### src/rtl/fpu_ctrl_pkg.sv
// Shared definitions for the FPU issue controller: FSM encoding, op-field bit positions
// and the width of the latency counter.
package fpu_ctrl_pkg;

    localparam int CNT_W       = 4;
    localparam int OP_FP32_BIT = 0;
    localparam int OP_SEL_BIT  = 1;

    typedef enum logic [1:0] {
        IDLE = 2'b00,
        BUSY = 2'b01,
        DONE = 2'b10
    } fpu_state_e;

endpackage

### src/rtl/fpu_rr_arb2.sv
// Two-way round-robin arbiter, purely combinational.
// When both requesters are valid, the one that did not win last time is granted.
module fpu_rr_arb2 (
    input  logic [1:0] valid,
    input  logic       last,
    output logic [1:0] grant
);

    always_comb begin
        grant = valid;
        if (valid == 2'b11) begin
            grant = last ? 2'b01 : 2'b10;
        end
    end

endmodule

### src/rtl/fpu_issue_ctrl.sv
// Shares one multicycle FPU between two requesters with round-robin arbitration.
// Only one op is in flight; the registered result returns on a valid/ready response port.
module fpu_issue_ctrl
    import fpu_ctrl_pkg::*;
#(
    parameter int WIDTH   = 32,
    parameter int LATENCY = 2
) (
    input  logic             clk,
    input  logic             reset,
    input  logic             req0_valid,
    output logic             req0_ready,
    input  logic [WIDTH-1:0] req0_a,
    input  logic [WIDTH-1:0] req0_b,
    input  logic [1:0]       req0_op,
    input  logic             req1_valid,
    output logic             req1_ready,
    input  logic [WIDTH-1:0] req1_a,
    input  logic [WIDTH-1:0] req1_b,
    input  logic [1:0]       req1_op,
    output logic [WIDTH-1:0] fpu_a,
    output logic [WIDTH-1:0] fpu_b,
    output logic [1:0]       fpu_ctrl,
    input  logic [WIDTH-1:0] fpu_result,
    output logic             rsp_valid,
    input  logic             rsp_ready,
    output logic             rsp_id,
    output logic [WIDTH-1:0] rsp_result,
    output logic             busy,
    output fpu_state_e       dbg_state
);

    localparam logic [CNT_W-1:0] CNT_LOAD  = CNT_W'(LATENCY - 1);
    localparam logic [WIDTH-1:0] FP16_MASK = WIDTH'(16'hFFFF);

    fpu_state_e       state_q, state_d;
    logic [CNT_W-1:0] cnt_q, cnt_d;
    logic             rr_last_q, rr_last_d;
    logic [WIDTH-1:0] fpu_a_q, fpu_a_d, fpu_b_q, fpu_b_d;
    logic [1:0]       fpu_ctrl_q, fpu_ctrl_d;
    logic             rsp_valid_q, rsp_valid_d;
    logic             rsp_id_q, rsp_id_d;
    logic [WIDTH-1:0] rsp_result_q, rsp_result_d;
    logic [1:0]       grant;
    logic             accept;
    logic             sel_id;

    fpu_rr_arb2 u_arb (
        .valid (({req1_valid, req0_valid})),
        .last  (rr_last_q),
        .grant (grant)
    );

    // A transfer happens on a rising edge where valid and ready are both high; ready is
    // combinational from valid, state and reset only, and valid/payload must hold until then.
    always_comb begin
        req0_ready = reset && (state_q == IDLE) && grant[0];
        req1_ready = reset && (state_q == IDLE) && grant[1];
        accept     = req0_ready || req1_ready;
        sel_id     = grant[1];
        busy       = (state_q != IDLE);
        fpu_a      = fpu_a_q;
        fpu_b      = fpu_b_q;
        fpu_ctrl   = fpu_ctrl_q;
        rsp_valid  = rsp_valid_q;
        rsp_id     = rsp_id_q;
        rsp_result = rsp_result_q;
        dbg_state  = state_q;
    end

    always_comb begin
        state_d      = state_q;
        cnt_d        = cnt_q;
        rr_last_d    = rr_last_q;
        fpu_a_d      = fpu_a_q;
        fpu_b_d      = fpu_b_q;
        fpu_ctrl_d   = fpu_ctrl_q;
        rsp_valid_d  = rsp_valid_q;
        rsp_id_d     = rsp_id_q;
        rsp_result_d = rsp_result_q;
        unique case (state_q)
            IDLE: begin
                if (accept) begin
                    fpu_a_d    = sel_id ? req1_a  : req0_a;
                    fpu_b_d    = sel_id ? req1_b  : req0_b;
                    fpu_ctrl_d = sel_id ? req1_op : req0_op;
                    rsp_id_d   = sel_id;
                    rr_last_d  = sel_id;
                    cnt_d      = CNT_LOAD;
                    state_d    = BUSY;
                end
            end
            BUSY: begin
                // Operands stay frozen here so the FPU sees a stable multicycle path.
                if (cnt_q != '0) begin
                    cnt_d = cnt_q - CNT_W'(1);
                end else begin
                    rsp_result_d = fpu_ctrl_q[OP_FP32_BIT] ? fpu_result
                                                           : (fpu_result & FP16_MASK);
                    rsp_valid_d  = 1'b1;
                    state_d      = DONE;
                end
            end
            DONE: begin
                if (rsp_ready) begin
                    rsp_valid_d = 1'b0;
                    state_d     = IDLE;
                end
            end
            default: state_d = IDLE;
        endcase
    end

    always_ff @(posedge clk or negedge reset) begin
        if (!reset) begin
            state_q      <= IDLE;
            cnt_q        <= '0;
            rr_last_q    <= 1'b1;
            fpu_a_q      <= '0;
            fpu_b_q      <= '0;
            fpu_ctrl_q   <= '0;
            rsp_valid_q  <= 1'b0;
            rsp_id_q     <= 1'b0;
            rsp_result_q <= '0;
        end else begin
            state_q      <= state_d;
            cnt_q        <= cnt_d;
            rr_last_q    <= rr_last_d;
            fpu_a_q      <= fpu_a_d;
            fpu_b_q      <= fpu_b_d;
            fpu_ctrl_q   <= fpu_ctrl_d;
            rsp_valid_q  <= rsp_valid_d;
            rsp_id_q     <= rsp_id_d;
            rsp_result_q <= rsp_result_d;
        end
    end

endmodule
### config.mk
export PLATFORM = sky130hd
export DESIGN_NAME = fpu_issue_ctrl
export DESIGN_NICKNAME = d
export VERILOG_FILES = /design/src/rtl/fpu_ctrl_pkg.sv /design/src/rtl/fpu_rr_arb2.sv /design/src/rtl/fpu_issue_ctrl.sv
export SDC_FILE = /design/constraint.sdc
export NUM_CORES = 1
export LEC_CHECK = 0
export BUFFER_PORTS_ARGS = -buffer_cell sky130_fd_sc_hd__buf_2
export CORE_MARGIN = 1
export CORE_UTILIZATION = 40
export CTS_CLUSTER_SIZE = 12
export DETAILED_ROUTE_END_ITERATION = 12
export GPL_ROUTABILITY_DRIVEN = 0
export PLACE_DENSITY_LB_ADDON = 0.15
export SYNTH_ARGS = -nofsm -noshare
export SYNTH_HDL_FRONTEND = slang
export SYNTH_SLANG_ARGS = --single-unit
### constraint.sdc
create_clock -name clk -period 2.1 [get_ports clk]
set_input_delay 0 -clock clk [delete_from_list [all_inputs] [get_ports clk]]
set_output_delay 0 -clock clk [all_outputs]
set_load 0.02 [all_outputs]
==> results.md <==
- Post-Syn Instances: 361
- Setup Buffers After CTS: 0
- Critical Path RT: 2.32 ns
- Post-route DRC: 0
- Final period util: 93.54%
- Vias in the first global route: 3881
- Gate power share: around 49%
- WL final: 12230 µm
- NumNets Final: 842
- Reg2reg start: cnt_q[0]
- Slew Limit Headroom: 43.96%
- CTS Sinks: 107
- CP arrival: 2.18 ns
- Pins Over Slew Limit: 0
- Final setup margin: 0.1356 ns
- Gr usage total: 18.51%
- DR vias/cell: 4.551
- Layout area overhead: 43.11%
- Crit start category: register
- Reg power frac: 35.2%
- Hold Vio Cnt, Final: 0
- Syn Area/Cell: around 14 µm²
- Yosys reg bits: 107
- RSZ-0062 raised after global routing: no
- Min-delay worst type: input pin to register
- Crit. End Element: register
- Critical path class: register to register
- Post-synth EDFFs: 0
- Pleak: 3.655 nW
- Die H: 115.6 µm
- Beginning of the worst hold path: req0_b[6]
- IO Port Bufs: 273
- Pwr/cell area: 1409 mW/mm²
- Slew @ Worst Pin: 0.8407 ns
- Sw frac: 38.27%
- 1st-iter DRT viols: 91
- Maximum vdd drop: 0.0006747 V
- Overflow after GRT: 0
- Non-Filler Instances: 849
- Ys flop type: dfrtp_1
- Die footprint: 0.01337 mm²
- H-tree depth: 3
- Status: finished, final reports clean
- Clock power share: 16.0%
- Internal Power: 6.428 mW
- Post-synthesis sequential area ratio: 51.88%
- Die Width: 115.6 µm
- Num ports: 274
- P_sw: 3.985 mW
- Synth unique cells: 31
- Antenna Violating Nets Remaining: 0
- Layout cells sized above 1: 66.86%
- Clk_skew: 0.008281 ns
- Clock latency on the worst-skew pair: 0.34 ns
- Max cap viols: 0
- Origin of the worst setup path: cnt_q[0]
- Reg clk slew, reported paths: 0.07 ns
- Initial core utilization: 40.92%
- Cts bufs inserted: 9
- Largest net degree at the start of global routing: 68
- Final setup violation count: 0
- Overall power: 10.41 mW
- First-pass GRT wire length: 18860 µm
- DP HPWL: 8945 µm
- Max Freq: 0.5091 GHz
- TNS Setup: 0 ns
- Antenna violations before repair: 1
- Clock root cell: clkbuf_16
- Clock buffer depth: 2
- Placement Rows: 41
- Core Region: 0.01262 mm²
- Post-synth design cell area: 0.005164 mm²
- Total iterations of the first detailed-routing run: 4
- Syn_nets: 532
- Resized cells post-CTS: 0
- Final Critical Period: 1.964 ns
- Routed wire length per instance: about 14 µm
- CTS tree: yes
- Synth warn: 0
- Worst Path Max Fanout: 33
- # placed instances: about 800
- Async set-or-reset flop fraction in the synthesized netlist: 100.0%
- Pre-CTS setup slack: about 0.14 ns
- Vias: 3864
## cells in the mapped netlist (3+ instances only)
cell type	number	area share, %
a21oi_1	4	0.39
buf_12	3	1.2
buf_2	4	0.39
buf_4	8	1.2
dfrtp_1	106	51
inv_1	20	1.5
mux2_2	120	26
mux2_4	29	8.4
mux2i_1	17	3.3
nand2_1	18	1.3
o21ai_0	4	0.39
## layer usage
metal,up-vias,routed length (µm),global-route usage (%)
li1,1875,-,-
met1,1814,4897,21.04
met2,164,6291,33.49
met3,11,881,6.224
met4,0,154,4.444
met5,-,0,0
## cell type report
type                    count  area (µm²)
multi-input cells         215        2251
inverters                  20       75.07
diodes                      1       2.502
clock inverters             5       52.55
fillers                  1107        5230
flip-flops and latches    107        2679
well taps                 172       215.2
repair buffers            318        1872
clock buffers              11       242.7
## final timing paths
| path | end | slack, ns | cells after the start |
|---|---|---|---|
| worst max register to register | rsp_result[0] | 0.14 | 6 |
| worst min-delay path | fpu_b[6] | 0.02 | 3 |
| worst min register to register | rsp_id | 0.50 | 1 |
| worst max-delay path | rsp_result[0] | 0.14 | 6 |
| min in group asynchronous | fpu_b[23] | 0.35 | 4 |
| max in group asynchronous | fpu_a[4] | 0.92 | 4 |
## worst max-delay path, stage by stage, from the launching register on
cell and delay [ns]:
dfrtp_1 0.37, inv_1 0.11, ha_1 0.18, or3b_1 0.43, nor2_4 0.15, buf_12 0.23, mux2_2 0.37
## power by group through the flow
stage | Clock (mW) | Combinational, mW | Sequential (mW)
final | 1.67 | 5.09 | 3.66
after global routing | 1.80 | 5.45 | 3.80
after CTS | 1.72 | 5.14 | 3.68
after detailed placement | 0 | 5.07 | 3.70
after global placement | 0 | 4.97 | 3.67
after floorplan | 0 | 2.31 | 4.81
## kinds of logic (layout without fill, tap and decap cells)
kind of cell | Yosys count | count (layout) | synth area share (%)
compound gates | 14 | 14 | 1.575
fa+ha+maj | 2 | 2 | 0.4845
buf+inv | 39 | 354 | 4.749
flops | 107 | 107 | 51.88
mux | 166 | 166 | 37.90
other cells | 0 | 1 | 0
simple gates | 33 | 33 | 3.417
## metrics by stage
stage	hold WS (ns)	instance area [µm²]	util [%]
finish	0.01978	7390	58.56
global route	0.01133	7390	58.56
CTS	0.003216	7387	58.54
detailed placement	0.1113	6711	53.18
global placement	0.1092	6711	53.18
floorplan	-0.2956	5164	-
## sequential cells by signal (all words and copies together), names as in the netlist
signal / flops
rsp_result: 32
fpu_b: 32
fpu_ctrl: 2
rsp_id: 1
rsp_valid: 1
dbg_state: 2
rr_last_q: 1
cnt_q: 4
fpu_a: 32
## cells in the final DEF (no fill, tap or decap), types with 2 or more instances in the layout
cell           synthesis  routed
nor2_1                 2       2
clkbuf_16              0       9
dfrtp_1              106     106
mux2i_1               17      17
ha_1                   2       2
o22ai_1                2       2
clkinv_2               0       3
mux2_4                29      29
a21oi_1                4       4
nor3b_1                2       2
inv_1                 20      20
a21o_1                 2       2
o21ai_0                4       4
nor2_4                 2       2
mux2_2               120     120
buf_2                  4     272
buf_12                 3       6
nand2_1               18      18
dlygate4sd3_1          0      36
buf_4                  8       4
## what timing repair did
action                                 in CTS  in global routing
endpoints found under the hold margin      75                  0
hold buffers                               37                  0
setup endpoints to repair                   0                  0
Power figures use the tool's default switching activity.
